$ cat config.mk
export PLATFORM = sky130hd
export DESIGN_NAME = control_sequencer
export DESIGN_NICKNAME = d
export VERILOG_FILES = /design/src/rtl/bus_ctl_pkg.sv /design/src/rtl/instr_decoder.sv /design/src/rtl/control_sequencer.sv
export SDC_FILE = /design/constraint.sdc
export NUM_CORES = 1
export LEC_CHECK = 0
export ABC_AREA = 1
export CAP_MARGIN = 5
export CELL_PAD_IN_SITES_DETAIL_PLACEMENT = 1
export CELL_PAD_IN_SITES_GLOBAL_PLACEMENT = 1
export CORE_ASPECT_RATIO = 0.6
export CORE_MARGIN = 4
export CORE_UTILIZATION = 32
export CTS_BUF_LIST = sky130_fd_sc_hd__clkbuf_8
export DETAILED_ROUTE_END_ITERATION = 8
export PLACE_DENSITY = 0.76
export SYNTH_ARGS = -nofsm -noshare
export SYNTH_HDL_FRONTEND = slang
export SYNTH_HIERARCHICAL = 1
export SYNTH_SLANG_ARGS = --single-unit
$ cat constraint.sdc
create_clock -name clk -period 1.5 [get_ports clk]
set_input_delay 0.225 -clock clk [delete_from_list [all_inputs] [get_ports clk]]
set_output_delay 0.225 -clock clk [all_outputs]
set_load 0.02 [all_outputs]
$ cat src/rtl/bus_ctl_pkg.sv
// Shared definitions for the 8-bit bus control sequencer.
//   - device codes placed on the assert/load control words
//   - instruction opcodes and the sequencer state encoding
//   - default control-word widths
//   - reg_code(): maps a 2-bit register field (A..D) to its device code
package bus_ctl_pkg;

   localparam int DEV_W_DEF  = 5;
   localparam int WIDE_W_DEF = 4;

   // Device codes on the 8-bit bus control words.
   localparam int unsigned DEV_NONE  = 0;
   localparam int unsigned DEV_CONST = 1;
   localparam int unsigned DEV_A     = 2;
   localparam int unsigned DEV_B     = 3;
   localparam int unsigned DEV_C     = 4;
   localparam int unsigned DEV_D     = 5;

   typedef enum logic [1:0] {
      OP_NOP = 2'b00,
      OP_MOV = 2'b01,
      OP_LDI = 2'b10,
      OP_HLT = 2'b11
   } opcode_t;

   typedef enum logic [2:0] {
      ST_IDLE   = 3'd0,
      ST_EXEC   = 3'd1,
      ST_LDI1   = 3'd2,
      ST_LDI2   = 3'd3,
      ST_HALTED = 3'd4,
      ST_ERROR  = 3'd5
   } state_t;

   // Register fields 0..3 select A..D, whose codes follow A contiguously.
   function automatic logic [2:0] reg_code(input logic [1:0] field);
      return 3'(field) + 3'(DEV_A);
   endfunction

endpackage

$ cat src/rtl/instr_decoder.sv
// Combinational instruction decoder.
// Ports:
//   instr    in   8      [7:6] opcode, [5:3] dst field, [2:0] src field
//   opcode   out  2      decoded opcode
//   dst_code out  DEV_W  device code for the dst register field
//   src_code out  DEV_W  device code for the src register field
//   illegal  out  1      a field the opcode actually uses is outside A..D
module instr_decoder
   import bus_ctl_pkg::*;
#(
   parameter int DEV_W = DEV_W_DEF
) (
   input  logic [7:0]       instr,
   output opcode_t          opcode,
   output logic [DEV_W-1:0] dst_code,
   output logic [DEV_W-1:0] src_code,
   output logic             illegal
);

   // NOTE: every output gets a default before the case so no path leaves
   // a value unassigned, which would otherwise infer a latch.
   always_comb begin
      opcode   = opcode_t'(instr[7:6]);
      dst_code = DEV_W'(reg_code(instr[4:3]));
      src_code = DEV_W'(reg_code(instr[1:0]));
      illegal  = 1'b0;
      // Field bit 2 set means register 4..7, which does not exist. Only
      // fields the opcode reads are policed; LDI ignores its src field.
      case (opcode)
         OP_MOV:  illegal = instr[5] | instr[2];
         OP_LDI:  illegal = instr[5];
         default: illegal = 1'b0;
      endcase
   end

endmodule

$ cat src/rtl/control_sequencer.sv
// Microcoded control sequencer for an 8-bit register bus.
// Accepts one instruction per valid/ready handshake and issues registered
// assert/load control words selecting which device drives and which loads
// the 8-bit bus.
// Ports:
//   clk                  in   1       rising-edge clock
//   rst                  in   1       asynchronous active-high reset
//   i_instr              in   8       [7:6] opcode, [5:3] dst, [2:0] src
//   i_imm                in   8       immediate byte for LDI
//   i_instr_valid        in   1       instruction word available
//   o_instr_ready        out  1       sequencer is idle and can accept
//   o_8bit_assert_word   out  DEV_W   device driving the 8-bit bus
//   o_8bit_load_word     out  DEV_W   device loading from the 8-bit bus
//   o_16bit_assert_word  out  WIDE_W  reserved, always 0
//   o_16bit_load_word    out  WIDE_W  reserved, always 0
//   o_bus_in             out  8       immediate for the constant register
//   o_instr_count        out  8       retired instruction count (wraps)
//   o_halted             out  1       HLT executed
//   o_error              out  1       illegal register field seen
module control_sequencer
   import bus_ctl_pkg::*;
#(
   parameter int DEV_W  = DEV_W_DEF,
   parameter int WIDE_W = WIDE_W_DEF
) (
   input  logic              clk,
   input  logic              rst,
   input  logic [7:0]        i_instr,
   input  logic [7:0]        i_imm,
   input  logic              i_instr_valid,
   output logic              o_instr_ready,
   output logic [DEV_W-1:0]  o_8bit_assert_word,
   output logic [DEV_W-1:0]  o_8bit_load_word,
   output logic [WIDE_W-1:0] o_16bit_assert_word,
   output logic [WIDE_W-1:0] o_16bit_load_word,
   output logic [7:0]        o_bus_in,
   output logic [7:0]        o_instr_count,
   output logic              o_halted,
   output logic              o_error
);

   state_t           state, next_state;
   opcode_t          dec_opcode;
   logic [DEV_W-1:0] dec_dst, dec_src;
   logic             dec_illegal;
   logic             accept;

   logic [DEV_W-1:0] dst_q;
   logic [DEV_W-1:0] assert_d, load_d;
   logic [DEV_W-1:0] assert_q, load_q;
   logic [7:0]       bus_in_d, bus_in_q;
   logic [7:0]       count_q;

   instr_decoder #(.DEV_W(DEV_W)) u_decoder (
      .instr    (i_instr),
      .opcode   (dec_opcode),
      .dst_code (dec_dst),
      .src_code (dec_src),
      .illegal  (dec_illegal)
   );

   // Gated by rst so the source never sees ready while reset is held.
   assign o_instr_ready = (state == ST_IDLE) && !rst;
   assign accept        = i_instr_valid && o_instr_ready;

   // ---------------- state register ----------------
   // NOTE: sequential state uses non-blocking assignments so every flop
   // samples pre-edge values regardless of process evaluation order.
   always_ff @(posedge clk or posedge rst) begin
      if (rst) state <= ST_IDLE;
      else     state <= next_state;
   end

   // ---------------- next-state logic ----------------
   always_comb begin
      next_state = state;
      case (state)
         ST_IDLE: begin
            if (accept) begin
               if (dec_illegal) begin
                  next_state = ST_ERROR;
               end else begin
                  case (dec_opcode)
                     OP_NOP, OP_MOV: next_state = ST_EXEC;
                     OP_LDI:         next_state = ST_LDI1;
                     OP_HLT:         next_state = ST_HALTED;
                     default:        next_state = ST_IDLE;
                  endcase
               end
            end
         end
         ST_EXEC:   next_state = ST_IDLE;
         ST_LDI1:   next_state = ST_LDI2;
         ST_LDI2:   next_state = ST_IDLE;
         ST_HALTED: next_state = ST_HALTED;
         ST_ERROR:  next_state = ST_ERROR;
         default:   next_state = ST_IDLE;
      endcase
   end

   // ---------------- output logic ----------------
   // Computes the words for the state being entered; the output register
   // below makes them appear in that state as clean Moore outputs.
   always_comb begin
      assert_d = DEV_W'(DEV_NONE);
      load_d   = DEV_W'(DEV_NONE);
      bus_in_d = bus_in_q;
      case (state)
         ST_IDLE: begin
            if (accept && !dec_illegal) begin
               case (dec_opcode)
                  OP_MOV: begin
                     assert_d = dec_src;
                     load_d   = dec_dst;
                  end
                  OP_LDI: begin
                     load_d   = DEV_W'(DEV_CONST);
                     bus_in_d = i_imm;
                  end
                  default: ;
               endcase
            end
         end
         // Entering LDI2: constant register drives, captured dst loads.
         ST_LDI1: begin
            assert_d = DEV_W'(DEV_CONST);
            load_d   = dst_q;
         end
         default: ;
      endcase
   end

   always_ff @(posedge clk or posedge rst) begin
      if (rst) begin
         assert_q <= '0;
         load_q   <= '0;
         bus_in_q <= '0;
         dst_q    <= '0;
         count_q  <= '0;
      end else begin
         assert_q <= assert_d;
         load_q   <= load_d;
         bus_in_q <= bus_in_d;
         if (accept) dst_q <= dec_dst;
         // EXEC and LDI2 are the final execute cycles; 8-bit add wraps.
         if (state == ST_EXEC || state == ST_LDI2) count_q <= count_q + 8'd1;
      end
   end

   assign o_8bit_assert_word  = assert_q;
   assign o_8bit_load_word    = load_q;
   assign o_16bit_assert_word = '0;
   assign o_16bit_load_word   = '0;
   assign o_bus_in            = bus_in_q;
   assign o_instr_count       = count_q;
   assign o_halted            = (state == ST_HALTED);
   assign o_error             = (state == ST_ERROR);

endmodule

# Word-level counts from Yosys, hierarchy flattened
# Cells that the tools add are included.
totals:
  register_bits: 32
  out_inout_bits: 37
op_classes:
  muxes: 11
  reduce_logical: 10
  add_sub_neg: 3
  eq_ne: 9
  bitwise: 1
op_table:
  columns: ["operator", "count"]
  rows:
  - ["3-bit case mux with 2 select lines", 3]
  - ["3-bit 2-to-1 mux", 5]
  - ["3-bit case mux with 4 select lines", 1]
  - ["3-bit case mux with 3 select lines", 1]
  - ["8-bit by 1-bit adder with 8-bit output (second input constant)", 1]
  - ["2-bit by 2-bit adder with 3-bit output (second input constant)", 2]
  - ["3-bit by 2-bit equality test with 1-bit output (second input constant)", 2]
  - ["3-bit equality test (second input constant)", 2]
  - ["2-bit equality test (second input constant)", 2]
  - ["3-bit by 1-bit equality test with 1-bit output (second input constant)", 1]
  - ["1-bit logical AND", 3]
  - ["3-bit logical NOT", 1]
  - ["3-bit AND reduction", 1]
  - ["2-bit by 1-bit equality test with 1-bit output (second input constant)", 1]
  - ["1-bit logical NOT", 2]
  - ["2-bit logical NOT", 1]
  - ["2-bit != test (second input constant)", 1]
  - ["1-bit case mux with 2 select lines", 1]
  - ["2-bit OR reduction", 1]
  - ["1-bit logical OR", 1]
  - ["1-bit bitwise OR", 1]

# Logic depth before layout (Yosys ltp)
depth:
  word_depth: 6
  depth_mapped: 8

# Modules after synthesis
# Netlist, hierarchy kept.
by_module_without_submodules:
  columns: ["module", "instances", "cells_per_inst", "area_per_inst_um2"]
  rows:
  - ["control_sequencer", 1, 204, 1727.9]
  - ["instr_decoder", 1, 20, 135.1]

# Least setup slack after synthesis
# OpenSTA, ideal clock, no wires.
synth_timing:
  path_kind: "input to register"
  start: "input port rst"
  end: "register bus_in_q[0] (netlist: o_bus_in[0])"
  cell_stages: 5
  path_slack_ns: -0.272
  arrival_time_ns: 1.651
  n_path_buf: 1
  cell_sequence: "inv_1 nand4_4 buf_2 o21bai_1 nand2_1"
synth_via:
  elab_chain_len: 5
synth_rtl:
  columns: ["item", "line", "text"]
  rows:
  - ["start, declared", "control_sequencer.sv:27", "input logic rst,"]
  - ["1-bit logical NOT (no source line)", null, null]
  - ["1-bit logical AND", "control_sequencer.sv:63", "assign o_instr_ready = (state == ST_IDLE) && !rst;"]
  - ["1-bit logical AND", "control_sequencer.sv:64", "assign accept = i_instr_valid && o_instr_ready;"]
  - ["1-bit logical AND", "control_sequencer.sv:110", "if (accept && !dec_illegal) begin"]
  - ["3-bit AND reduction (no source line)", null, null]
  - ["end signal, assigned", "control_sequencer.sv:143", "bus_in_q <= bus_in_d;"]
  - ["end, declared", "control_sequencer.sv:51", "logic [7:0] bus_in_d, bus_in_q;"]
# Every way passes these cells.
# A chain may end at the register's enable or synchronous reset.

# Worst setup path in the final report
layout_timing:
  start: "register assert_q[4] (netlist: o_8bit_assert_word[4])"
  end: "output port o_8bit_assert_word[4]"
layout_lines:
  columns: ["item", "line", "text"]
  rows:
  - ["start, declared", "control_sequencer.sv:50", "logic [DEV_W-1:0] assert_q, load_q;"]
  - ["start signal, assigned", "control_sequencer.sv:141", "assert_q <= assert_d;"]
  - ["end, declared", "control_sequencer.sv:32", "output logic [DEV_W-1:0] o_8bit_assert_word,"]
# No word-level cell between the ends.

==> impl_metrics.csv <==
group,metric,value,unit
status,outcome,"finished clean",
floorplan,floorplan.initialDensity,0.333,
layout,num_antenna_cells,0,
layout,final_nets,319,
yosys,synth.distinct_cells,25,
run,drv_cap,0,
floorplan,die_area,7150,um^2
critical_path,path_delay_family,"buffers and inverters",
timing,timing.final.crit_share,0.968,
critical_path,required,1270,ps
clocking,max-clock-path-buffers,2,
global_route,first_global_vias,1629,
critical_path,critical_path.max_fanout,1,
routing,num_vias,1591,
place,io_buffer_count,47,
critical_path,path_buf_inv,1,
routing,vias_per_cell,4.24,
floorplan,row_count,21,
power,p_leak,1.56,nW
timing,timing.fmax,689,MHz
yosys,synth-seq-cells,34,
routing,drt-initial-drc-count,68,
critical_path,setup.reg_to_reg.worst_slack,120,ps
routing,final_antenna_net_count,0,
clocking,quantity_of_hold_fixing_buffers_added_after_cts,0,
critical_path,path_class,"reg2out",
global_route,global_route_wire_length_before_repair,8.08,mm
hold_path,worstHoldPathCells,2,
floorplan,die_width,107,um
yosys,post_synth_inst_count,224,
timing,rsz_0062_raised_after_global_routing,"no",
timing,final.hold.worst_slack,482,ps
critical_path,worstReg2RegStart,"state[0]",
yosys,seq_total_area_yosys,0.457,
timing,totalNegativeSetupSlack,0,ps
critical_path,crit_path_cell_trace,"clkdlybuf4s50_1",
clocking,worstSkewPairLatency,290,ps
clocking,numClockSinks,34,
critical_path,critical_path.endpoint_type,"output pin",
place,dp_hpwl,3.73,mm
hold_path,timing.hold.worst.start,"dst_q[4]",
clocking,clock-root-buffer,"clkbuf_8",
yosys,synthDominantCellAreaShare,0.457,
layout,filler_cell_count,672,
critical_path,r2r_end,"o_8bit_assert_word[2]",
floorplan,die_h,67.1,um
yosys,post-synth-top-area-cell,"dfrtp_1",
hold_path,hold-path-endpoint,"o_8bit_load_word[4]",
floorplan,core_area,5600,um^2
yosys,post_synth_main_area_contributors,"dfrtp_1 (46%), nand2_1 (13%), buf_4 (7.3%)",
power,power_density,1530,nW/um^2
yosys,yosys_warnings,6,
timing,final.min_clock_period,1450,ps
global_route,number_of_antenna_violations_at_the_first_check_in_global_routing,0,
global_route,gr-total-overflow,0,
layout,layout_area_overhead,44.0,%
yosys,postSynthAreaPerCell,8.32,um^2
routing,route.detailed.drc,0,
timing,finalWorstSetupSlack,48.7,ps
hold_path,hp-class,"reg2reg",
global_route,grt.total_usage,0.147,
routing,routed_wirelength,5.00,mm
clocking,h-tree-depth,2,
critical_path,critical-path-slowest-cell,"clkdlybuf4s50_1",
place,dp_worst_setup_slack,-484,ps
timing,final.setup_skew,13.2,ps
clocking,num_cts_buffers,5,
critical_path,worstRegToRegCells,6,
critical_path,worst_ep_arrival_time,1230,ps
routing,firstDrtPassIters,4,
place,place_congestion,0.761,
clocking,cts_tree,"done",
timing,timing.final.max_slew_violations,0,
clocking,clk_pin_slew,80,ps
layout,multi_input_comb_area,778,um^2
layout,post_route_cells_drive_above_1_share,0.186,
critical_path,critPathLaunchType,"register",
global_route,grt_max_degree,35,
power,worst_ir_drop_vdd,0.505,mV
timing,report.final.setup_viol,0,
floorplan,io_pins,56,
yosys,synth_area,1860,um^2
critical_path,slowest_delay,600,ps
layout,seq_area,853,um^2
routing,average_routed_wire_per_standard_cell,13.3,um
timing,finalHoldViolCount,0,
worst min-delay path: stages (launching register included):
cell     delay, ps
dfrtp_1        340
nand2_1         50
nand2_1         60
cell families after synthesis:
group | after synthesis | share of synthesized area
other | 2 | 0.00403
DFF | 34 | 0.457
and+or+nand+nor | 109 | 0.277
buffers and inverters | 56 | 0.156
AOI/OAI and AO/OA | 13 | 0.0470
adders and majority gates | 6 | 0.0403
xor gates and xnor gates | 4 | 0.0188
synthesized netlist by cell type:
| cell type | n |
|---|---|
| nand2_1 | 67 |
| inv_1 | 35 |
| dfrtp_1 | 34 |
| buf_4 | 18 |
| nor2_1 | 15 |
| nand3_1 | 13 |
| o21bai_1 | 9 |
| ha_1 | 6 |
| a21oi_1 | 3 |
| nand2_2 | 3 |
| xor2_1 | 3 |
| conb_1 | 2 |
| nand4_1 | 2 |
| nor2_4 | 2 |
| nor3_2 | 2 |
| buf_2 | 1 |
| buf_8 | 1 |
| inv_2 | 1 |
| nand3_4 | 1 |
| nand4_4 | 1 |
| nor2_2 | 1 |
| nor2_8 | 1 |
| nor3_1 | 1 |
| o21ai_0 | 1 |
| xnor2_1 | 1 |
layer usage:
metal / vias to the layer above / share of wire / global-route usage
met5: - / 0 / 0
met4: 0 / 0.0066 / 0.0335
met3: 5 / 0.049 / 0.0465
met2: 33 / 0.44 / 0.225
met1: 768 / 0.51 / 0.204
li1: 785 / - / -
placed cells by master (no fill, tap or decap), types with 2 or more instances in the layout:
cell type        instances
inv_1                   35
o21bai_1                 9
nor2_1                  13
dfrtp_2                  2
nand2_1                 67
clkbuf_8                 5
conb_1                  12
nand2_2                  3
dlymetal6s2s_1          12
nor3_2                   2
xor2_1                   3
ha_1                     6
buf_4                   22
clkdlybuf4s50_1         24
a21oi_1                  2
nor2_2                   2
dlygate4sd2_1            8
dfrtp_1                 32
buf_6                    2
nor2_4                   3
nand4_1                  2
buf_2                    3
buf_12                   2
nand3_1                 12
cell type report:
type	instances	area share
Clock buffer	5	0.0257
Inverter	36	0.0527
Multi-Input combinational cell	144	0.290
Tap cell	80	0.0373
Clock inverter	3	0.0140
Timing Repair Buffer	73	0.262
Sequential cell	34	0.318
worst max-delay path by stage:
stage,start,endpoint,slack (ps),cells past startpoint
after global placement,i_instr[6],o_8bit_load_word[0],-410,9
after detailed placement,i_instr[6],o_bus_in[5],-480,9
after floorplan,rst,o_bus_in[0],9,5
final,o_8bit_assert_word[4],o_8bit_assert_word[4],50,1
after global routing,o_8bit_assert_word[4],o_8bit_assert_word[4],2,1
after CTS,o_instr_count[2],o_instr_count[2],1,1
sequential cells by signal, summed over array words and instances (netlist names):
name                count
o_8bit_assert_word      5
state                   3
o_instr_count           8
o_8bit_load_word        5
o_bus_in                8
dst_q                   5
per-stage QoR:
step | std cells | power (W) | area, um^2 | utilization
3_5_place_dp | 365 | 0.00335 | 2520 | 0.451
6_report | 375 | 0.00410 | 2680 | 0.479
5_1_grt | 375 | 0.00438 | 2680 | 0.479
3_3_place_gp | 365 | 0.00329 | 2520 | 0.451
4_1_cts | 375 | 0.00417 | 2660 | 0.475
2_1_floorplan | 234 | 0.00244 | 1900 | -
what timing repair did:
item	CTS	global route
setup endpoints to repair	26	17
hold endpoints to repair	0	0
gates cloned	0	0
pin swaps	3	0
setup buffers	2	0
resized for setup	27	17
power breakdown:
part	internal, W	switching [W]	total (W)
clock	0.000484	0.000343	0.000828
sequential	0.00122	0.000209	0.00143
combinational	0.000822	0.00102	0.00184
Note: power is estimated with default switching activity, not from simulation.
